===== config.mk =====
export PLATFORM = sky130hd
export DESIGN_NAME = serial_word_feeder
export DESIGN_NICKNAME = d
export VERILOG_FILES = /design/src/rtl/serial_feeder_pkg.sv /design/src/rtl/feeder_hold_buf.sv /design/src/rtl/serial_word_feeder.sv
export SDC_FILE = /design/constraint.sdc
export NUM_CORES = 1
export LEC_CHECK = 0
export CORE_MARGIN = 4
export CORE_UTILIZATION = 52
export CTS_CLUSTER_SIZE = 8
export DETAILED_ROUTE_END_ITERATION = 16
export HOLD_SLACK_MARGIN = 0.03
export PLACE_DENSITY_LB_ADDON = 0.15
export SLEW_MARGIN = 20
export SYNTH_ARGS = -nofsm -noshare
export SYNTH_HDL_FRONTEND = slang
export SYNTH_SLANG_ARGS = --single-unit

===== constraint.sdc =====
create_clock -name clk -period 1.7 [get_ports clk]
set_input_delay 0.17 -clock clk [delete_from_list [all_inputs] [get_ports clk]]
set_output_delay 0.17 -clock clk [all_outputs]
set_load 0.03 [all_outputs]

===== src/rtl/serial_feeder_pkg.sv =====
// serial_feeder_pkg: shared state type, default width and counter sizing for the serial word feeder
package serial_feeder_pkg;
  typedef enum logic [1:0] {IDLE, SHIFT, PARITY} state_t;
  localparam int DEFAULT_WIDTH = 8;
  function automatic int cnt_w(input int w);
    return (w < 2) ? 1 : $clog2(w);
  endfunction
endpackage


===== src/rtl/feeder_hold_buf.sv =====
// feeder_hold_buf: one-entry word buffer that keeps the serial stream gapless between frames
module feeder_hold_buf
  import serial_feeder_pkg::*;
#(
  parameter int WIDTH = DEFAULT_WIDTH
) (
  input  logic             clk,
  input  logic             rst,
  input  logic             wr_en,
  input  logic             rd_en,
  input  logic [WIDTH-1:0] wdata,
  output logic [WIDTH-1:0] rdata,
  output logic             full
);
  always_ff @(posedge clk or negedge rst)
    if (!rst) begin
      full  <= 1'b0;
      rdata <= '0;
    end else begin
      full <= wr_en || (full && !rd_en);
      if (wr_en) rdata <= wdata;
    end
endmodule


===== src/rtl/serial_word_feeder.sv =====
// serial_word_feeder: parallel-to-serial front end feeding one bit per clock to a pattern detector
// SERIAL_FEEDER_PARITY_EN appends one even-parity bit to every frame
module serial_word_feeder
  import serial_feeder_pkg::*;
#(
  parameter int WIDTH     = DEFAULT_WIDTH,
  parameter bit MSB_FIRST = 1'b1
) (
  input  logic             clk,
  input  logic             rst,
  input  logic [WIDTH-1:0] data_in,
  input  logic             load_valid,
  output logic             load_ready,
  output logic             dout,
  output logic             dout_valid,
  output logic             frame_done
);
  localparam int CW = cnt_w(WIDTH);
  localparam logic [CW-1:0] LAST = CW'(WIDTH - 1);
  state_t state, state_n;
  logic [CW-1:0] cnt, cnt_n;
  logic [WIDTH-1:0] sh, sh_n, sh_src, rdata;
  logic buf_full, xfer, last, free, load, wr_en, rd_en, dout_n, frame_done_n;
`ifdef SERIAL_FEEDER_PARITY_EN
  logic par;
`endif
  assign load_ready = rst && !buf_full;
  feeder_hold_buf #(.WIDTH(WIDTH)) u_buf (
    .clk(clk), .rst(rst), .wr_en(wr_en), .rd_en(rd_en),
    .wdata(data_in), .rdata(rdata), .full(buf_full)
  );
  // sh always holds the not-yet-driven bits with the next one at its head
  always_comb begin
    xfer = load_valid && load_ready;
`ifdef SERIAL_FEEDER_PARITY_EN
    last = state == PARITY;
`else
    last = state == SHIFT && cnt == LAST;
`endif
    free   = state == IDLE || last;
    rd_en  = free && buf_full;
    wr_en  = xfer && !free;
    load   = free && (buf_full || xfer);
    sh_src = load ? (buf_full ? rdata : data_in) : sh;
    sh_n   = MSB_FIRST ? {sh_src[WIDTH-2:0], 1'b0} : {1'b0, sh_src[WIDTH-1:1]};
    state_n = load ? SHIFT : last ? IDLE : state;
`ifdef SERIAL_FEEDER_PARITY_EN
    if (!load && state == SHIFT && cnt == LAST) state_n = PARITY;
`endif
    cnt_n  = (state_n == SHIFT && !load) ? cnt + CW'(1) : '0;
    dout_n = (state_n == SHIFT) && (MSB_FIRST ? sh_src[WIDTH-1] : sh_src[0]);
`ifdef SERIAL_FEEDER_PARITY_EN
    if (state_n == PARITY) dout_n = par;
    frame_done_n = state_n == PARITY;
`else
    frame_done_n = state_n == SHIFT && cnt_n == LAST;
`endif
  end
  always_ff @(posedge clk or negedge rst)
    if (!rst) begin
      state      <= IDLE;
      cnt        <= '0;
      sh         <= '0;
      dout       <= 1'b0;
      dout_valid <= 1'b0;
      frame_done <= 1'b0;
    end else begin
      state      <= state_n;
      cnt        <= cnt_n;
      sh         <= sh_n;
      dout       <= dout_n;
      dout_valid <= state_n != IDLE;
      frame_done <= frame_done_n;
    end
`ifdef SERIAL_FEEDER_PARITY_EN
  always_ff @(posedge clk or negedge rst)
    if (!rst) par <= 1'b0;
    else if (load) par <= ^sh_src;
`endif
endmodule


# [Word level (Yosys, flattened, before mapping)]
# Index checks and enable logic that the tools add are counted.
[word_totals] output_inout_bits=4 elab_cells=37 mem_bits_rw=0 mem_bits_ro=0 latch_bits=0 n_memories=0 register_bits=24
[op_classes] div=0 multipliers=0 add_sub_neg=1 shift=0 bitwise_logic=0 n_reduce_logical=19 n_eq_ne=4 n_lt_le_gt_ge=0 mux=5
[op_table] operator="2-to-1 mux 8 bit" n=2
[op_table] operator="logical AND 1 bit" n=10
[op_table] operator="equality test 3 bit (second input constant)" n=2
[op_table] operator="equality test 2 x 1 -> 1 bit (second input constant)" n=2
[op_table] operator="logical NOT 1 bit" n=4
[op_table] operator="2-to-1 mux 2 bit" n=2
[op_table] operator="adder 3 x 1 -> 3 bit (second input constant)" n=1
[op_table] operator="logical OR 1 bit" n=3
[op_table] operator="2-to-1 mux 3 bit" n=1
[op_table] operator="logical NOT 2 bit" n=1
[op_table] operator="nonzero test 2 bit" n=1

# [Depth between registers and ports, before layout]
# Gate-level depths: netlist of run 1.
[logic_depth] depth_word=11 mapped_depth=6 depth_no_buf=5

# [Hierarchy]
# Synthesis of run 1 repeated with hierarchy kept, for this count alone.
[hier_totals] cells_unflattened=74 hier_area_um2=1102.3
[by_module_without_submodules] mod="serial_word_feeder" area_per_inst_um2=733.2 instances=1 cells_per_inst=54
[by_module_without_submodules] mod="feeder_hold_buf" area_per_inst_um2=369.1 instances=1 cells_per_inst=20

# [Worst setup path before layout of run 1]
# No wires, ideal clock.
[synth_path] path_kind="reg2reg" from="register cnt[0]" to="register u_buf.rdata[0]" setup_ns=0.125 required_ns=1.575 period_less_slack_ns=1.539 stages_incl_launch_ff=7 setup_slack_ns=0.161 arrival_time_ns=1.414 cell_sequence="dfrtp_1 ha_1 ha_1 nor2b_1 buf_6 o211ai_4 mux2_2"
[synth_between] elab_chain_cells=5
[synth_rtl] element="start, declared" line="serial_word_feeder.sv:21" source="logic [CW-1:0] cnt, cnt_n;"
[synth_rtl] element="start signal, assigned" line="serial_word_feeder.sv:69" source="cnt <= cnt_n;"
[synth_rtl] element="equality test 3 bit" line="serial_word_feeder.sv:38" source="last = state == SHIFT && cnt == LAST;"
[synth_rtl] element="logical AND 1 bit" line="serial_word_feeder.sv:38"
[synth_rtl] element="logical OR 1 bit" line="serial_word_feeder.sv:40" source="free = state == IDLE || last;"
[synth_rtl] element="logical NOT 1 bit" line="serial_word_feeder.sv:42" source="wr_en = xfer && !free;"
[synth_rtl] element="logical AND 1 bit" line="serial_word_feeder.sv:42"
[synth_rtl] element="end signal, assigned" line="feeder_hold_buf.sv:21" source="if (wr_en) rdata <= wdata;"
[synth_rtl] element="end, declared" line="feeder_hold_buf.sv:12" source="output logic [WIDTH-1:0] rdata,"
# Every way passes these cells.
# A chain may end at the register's enable or synchronous reset.

# [Final worst setup path of run 1]
[layout_path] from="register cnt[0]" to="register u_buf.rdata[2]"
# Same word-level chain as after synthesis.

==> results of run 1 <==
[layer usage]
| metal | share of wire, % | vias up | wire [um] |
|---|---|---|---|
| li1 | - | 296 | - |
| met1 | 46 | 305 | 900 |
| met2 | 49 | 16 | 958 |
| met3 | 4.6 | 2 | 90 |
| met4 | 0.46 | 0 | 9 |
| met5 | 0 | - | 0 |
[sequential cells by signal (all words and copies together), names as in the netlist]
register / flops
frame_done: 1
sh: 7
dout: 1
u_buf.full: 1
u_buf.rdata: 8
state: 2
dout_valid: 1
cnt: 3
[worst max-delay path: cells and delay by family, from the launching register on]
family,cells,cell delay [ps]
multiplexers,1,290
AND/OR/NAND/NOR,1,130
AO/OA/AOI/OAI,1,80
flip-flops,1,420
adder cells (fa/ha/maj),2,380
buffers and inverters,2,280
[synthesized netlist by cell type (2+ instances only)]
cell type   n
nor2_1      2
ha_1        2
and3_1      2
mux2_2     21
o21ai_0     2
dfrtp_1    24
buf_6       3
inv_1       2
[worst min path at each step]
stage | start | endpoint | cells after the start
after floorplan | rst | cnt[0] | 0
after global placement | rst | frame_done | 1
after detailed placement | rst | frame_done | 1
after CTS | rst | frame_done | 1
after global routing | rst | frame_done | 1
final | rst | frame_done | 1
[layout make-up]
class | count | area, sq um | share of cell area (%)
inverters | 2 | 7.51 | 0.543
repair buffers | 27 | 259 | 18.7
well taps | 27 | 33.8 | 2.44
flip-flops and latches | 24 | 601 | 43.4
multi-input cells | 40 | 445 | 32.2
clock buffers | 4 | 36.3 | 2.62
[cell families (layout without fill, tap and decap cells)]
group           count (synthesis)  after routing
buf+inv                         6             33
mux                            22             22
fa+ha+maj                       2              2
simple gates                   11             11
flops                          24             24
compound gates                  5              5
[power breakdown]
group          internal (mW)  total, mW  leakage [nW]  switching [mW]
logic                  0.618       1.02         0.305           0.403
registers              0.788      0.902         0.294           0.114
clock network          0.131      0.292        0.0210           0.162
[cells in the final DEF, fill, tap and decap left out]
cell type        count
nor2b_4              2
clkdlybuf4s50_1     13
clkbuf_4             3
a32o_1               1
buf_6                3
nor3b_1              1
ha_2                 1
o21ai_0              2
inv_1                2
buf_4               10
mux2i_1              1
a21oi_4              1
mux2_4               3
mux2_2              18
nor4_1               1
clkbuf_8             1
dfrtp_1             24
nor3_4               1
and3b_1              1
o211ai_4             1
and3_1               2
nand2_1              1
ha_4                 1
buf_12               1
nor2_1               2
[what timing repair did]
item,4_1_cts,5_1_grt
resized for setup,9,2
endpoints found under the hold margin,0,0
buffers inserted,4,1
pin swaps,3,3
setup endpoints to repair,14,14
cloned,0,0
==> metrics.txt, run 1 <==
Mapped Avg Cell Area between 15 and 20 sq um; ant diodes 0; Synth Warn # 0; Netlist cell types 20; critical path's slowest cell dfrtp_1; crit path launch cnt[0]; initial antenna violation count 0; Sink Count 24; GR Util met2 ~28%; busiest grt layer met2; sequential fraction of the synthesis area 56.8%; Vias 619; mux contribution to synthesized area between 20% and 30%; Req. time, crit path between 1500 and 2000 ps; IO Pins 15; Pwr Total approximately 2.2 mW; Reg2Reg Setup Slack ~16 ps; area grow syn2layout 30.8%; top post-synthesis cells by area dfrtp_1 (57%), mux2_2 (22%), buf_6 (3.2%); share of cells above drive strength 1 47.4%; setup TNS 0 ps; Final setup viols 0; GRT Util Overall between 10% and 20%; CP max FO 4; VDD IR-drop max ~1.1 mV; Main synth FF type dfrtp_1; Die Wd between 50 and 60 um; run status finished clean; Cells after DPL between 100 and 150; GR Overflow Total 0; Worst-Margin Slew approximately 400 ps; Synth Register Bits 24; DIE HEIGHT 53.1 um; Adder-Cell Fraction of Synth Area around 2.4%; simple-gate share of the synthesized area a little under 8%; Max Buffers Root-to-Sink 2; worst path cell trace ha_2 > ha_4 > nor2b_4 > buf_6 > o211ai_4 > buf_6 > mux2_4; Non-Filler Instances 124; hold_buf cts 0; Reg clk slew, reported paths about 130 ps; Routed WL per cell approximately 16 um; Routed Antenna Nets 0; area leader, netlist dfrtp_1; final worst-path cycle share 99.1%; CP endpoint u_buf.rdata[2]; reg-to-reg endpoint u_buf.rdata[2]; XOR/XNOR Fraction of Synth Area 0%; Mapped Cells 70; share of the synthesized area in the top cell type ~57%; Finished Cell Area around 1400 sq um; vias in the first global route a little under 700; maxcap violations 0; initial drt markers 3; CTS Buf Count 3; largest net degree at the start of global routing 24; worst reg2reg path depth 7; clk_skew about 6.3 ps; placed inst area between 1000 and 1500 sq um; compound-gate portion of the synthesized area between 5 and 6%; Max Clock Freq around 590 MHz; Routed WL 1.96 mm; Final HPWL DP between 1 and 1.5 mm; Setup Slack @ Placement -42.2 ps; max-slew violations 0; Final WS setup roughly 16 ps; Worst EP arrival 1890 ps; worst r2r src cnt[0]; met3 usage under 10%; RSZ-0062 raised after global routing true; Relative slew margins around three quarters; largest family of logic cells by synthesized area multiplexers; final hold slack 56.7 ps; H-tree level count 1; Post-synth EDFFs 0; first-pass GRT wire length between 3 and 4 mm; CP Launch Type flop; DRC violations left 0; Layout Utilization just over 70%; first drt pass iteration count 4; met1 usage around a fifth; Async S/R FF share, synth 100%; static leakage a little over 0.6 nW; mapped cell area 1060 sq um; Post-Syn Nets 83; PwrDens between 1500 and 2000 nW/um^2; Final min period between 1500 and 2000 ps; CTS root buf clkbuf_4; Critical Path Most Common Cell buf_6; routed vias/inst 4.99; TritonCTS clock tree done; Initial Util between 50% and 60%; die area between 2000 and 3000 sq um; later-pin clock latency in the skew report about 310 ps; Fin. Hold Viols 0; Worst Hold Class in2async; # fillers roughly 140; Core Area between 1500 and 2000 sq um; RD Place Congestion approximately 0.73; Site Rows 16; nets 111; port buffer count 14; crit path kind reg2reg; Slowest Stage Delay on Critical Path ~420 ps; CP Capture Type flop
Power figures use the tool's default switching activity.
==> inputs of run 2 (changes only) <==
- PLACE_DENSITY: not set -> 0.77
- PLACE_DENSITY_LB_ADDON: 0.15 -> not set
==> metrics.txt, run 2 (synthesis gave the netlist of run 1 again) <==
GRT Util Overall about 14%; Site Rows 16; Die Wd 53.1 um; Reg2Reg Setup Slack roughly 60 ps; Final min period roughly 1600 ps; Clock Power Share a little over an eighth; final worst-path cycle share between 90% and 100%; CP Capture Type flop; Routed WL 1.59 mm; H-tree level count 1; worst r2r src cnt[0]; critical path's slowest cell dfrtp_1; die area about 2800 sq um; CTS Buf Count 3; reg-to-reg endpoint u_buf.rdata[2]; Most flops, register u_buf.rdata; Max Clock Freq approximately 610 MHz; Routed Antenna Nets 0; DIE HEIGHT about 53 um; Max Buffers Root-to-Sink 2; maxcap violations 0; hold_buf cts 0; RD Place Congestion 0.700; Layout Utilization between 60 and 70%; Final WS setup approximately 60 ps; crit path kind reg2reg; TritonCTS clock tree done; ant diodes 0; Routed WL per cell around 13 um; CP Launch Type flop; GR Overflow Total 0; Final HPWL DP between 1 and 1.5 mm; crit path launch cnt[0]; Reg clk slew, reported paths 120 ps; CTS root buf clkbuf_4; worst reg2reg path depth 7; first drt pass iteration count 4; worst path cell trace ha_2 > ha_4 > nor2b_4 > buf_4 > o211ai_4 > buf_12 > mux2_2; Initial Util 54.4%; CP endpoint u_buf.rdata[2]; routed vias/inst 4.99; area grow syn2layout 27.7%; NetSw 618 uW; IO Pins 15; Setup Slack @ Placement -2.47 ps; P_int between 1 and 1.5 mW; Non-Filler Instances 120; Sink Count 24; PwrDens 1560 nW/um^2; most frequent cells in the layout dfrtp_1 (24), mux2_2 (20), clkdlybuf4s50_1 (13); commonest non-fill, non-tap cell in the layout dfrtp_1; largest registers u_buf.rdata x8, sh x7, cnt x3; initial antenna violation count 0; initial drt markers 4; switch share between 20% and 30%; max-slew violations 0; later-pin clock latency in the skew report around 300 ps; run status finished clean; clk_skew 2.56 ps; Slowest Stage Delay on Critical Path roughly 370 ps; VDD IR-drop max between 0.8 and 0.9 mV; share of cells above drive strength 1 between 40% and 50%; Worst-Margin Slew approximately 370 ps; Flop pwr share ~42%; nets 107; Vias 599; Core Area 1940 sq um; first-pass GRT wire length ~2.8 mm; Pwr Total between 2 and 2.5 mW; Final setup viols 0; combinational share of power about 44%; Worst EP arrival ~1800 ps; Cells after DPL roughly 120; static leakage 0.598 nW; final hold slack roughly 390 ps; RSZ-0062 raised after global routing false; max reg flops 8; largest net degree at the start of global routing 25; DRC violations left 0; vias in the first global route around 640; Relative slew margins about three quarters; Req. time, crit path about 1900 ps; Fin. Hold Viols 0; Worst Hold Class in2async; CP max FO 8; port buffer count 14
run 2: changes by cell type in the layout (fill, tap and decap cells not counted):
cell | before | now
mux2_4 | 3 | 1
buf_6 | 3 | 1
buf_12 | 1 | 2
mux2_2 | 18 | 20
buf_4 | 10 | 7
run 2: metal layers:
| layer | vias up | wire, um | track usage, % |
|---|---|---|---|
| met4 | 0 | 10 | 6.38 |
| met2 | 10 | 729 | 20.2 |
| met3 | 2 | 77 | 3.66 |
| li1 | 291 | - | - |
| met1 | 296 | 768 | 19.6 |
| met5 | - | 0 | 0 |
run 2: area by class of cell:
type,instances,area (sq um)
Multi-Input combinational cell,40,438
Sequential cell,24,601
Fill cell,149,592
Inverter,2,7.51
Tap cell,27,33.8
Timing Repair Buffer,23,234
Clock buffer,4,36.3
run 2: critical path, delay by kind of cell, from the launching register on:
| kind | cells | cell delay [ps] |
|---|---|---|
| flops | 1 | 370 |
| fa+ha+maj | 2 | 340 |
| mux | 1 | 330 |
| buf+inv | 2 | 290 |
| compound gates | 1 | 170 |
| simple gates | 1 | 40 |
run 2: metrics by stage:
| step | TNS (ps) | instance area [sq um] |
|---|---|---|
| after CTS | 0 | 1300 |
| final | 0 | 1350 |
| after global routing | 0 | 1350 |
| after floorplan | 0 | 1060 |
| after detailed placement | -2.47 | 1260 |
| after global placement | 0 | 1260 |
run 2: worst min path at each step:
| stage | depth (start not counted) | startpoint | to |
|---|---|---|---|
| 2_1_floorplan | 0 | rst | cnt[0] |
| 3_3_place_gp | 1 | sh[4] | sh[5] |
| 3_5_place_dp | 1 | sh[3] | sh[4] |
| 4_1_cts | 2 | rst | frame_done |
| 5_1_grt | 2 | rst | u_buf.rdata[6] |
| 6_report | 2 | rst | cnt[1] |
run 2: repair_timing:
action                                  in CTS  in global routing
pin swaps                                    0                  1
buffers inserted                             0                  1
resized for setup                            1                  6
endpoints found under the setup margin       6                 14
run 2: power groups by stage:
stage / clock [mW] / combinational, mW / sequential, mW
CTS: 0.297 / 0.849 / 0.890
floorplan: 0 / 0.595 / 0.892
finish: 0.285 / 0.933 / 0.894
global placement: 0 / 0.817 / 0.894
global route: 0.322 / 1.02 / 0.924
detailed placement: 0 / 0.840 / 0.904
==> inputs of run 3 (changes only) <==
- CTS_CLUSTER_SIZE: 8 -> 12
==> results of run 3 <==
No change in the layout: final DEF, timing and power equal those of run 2.
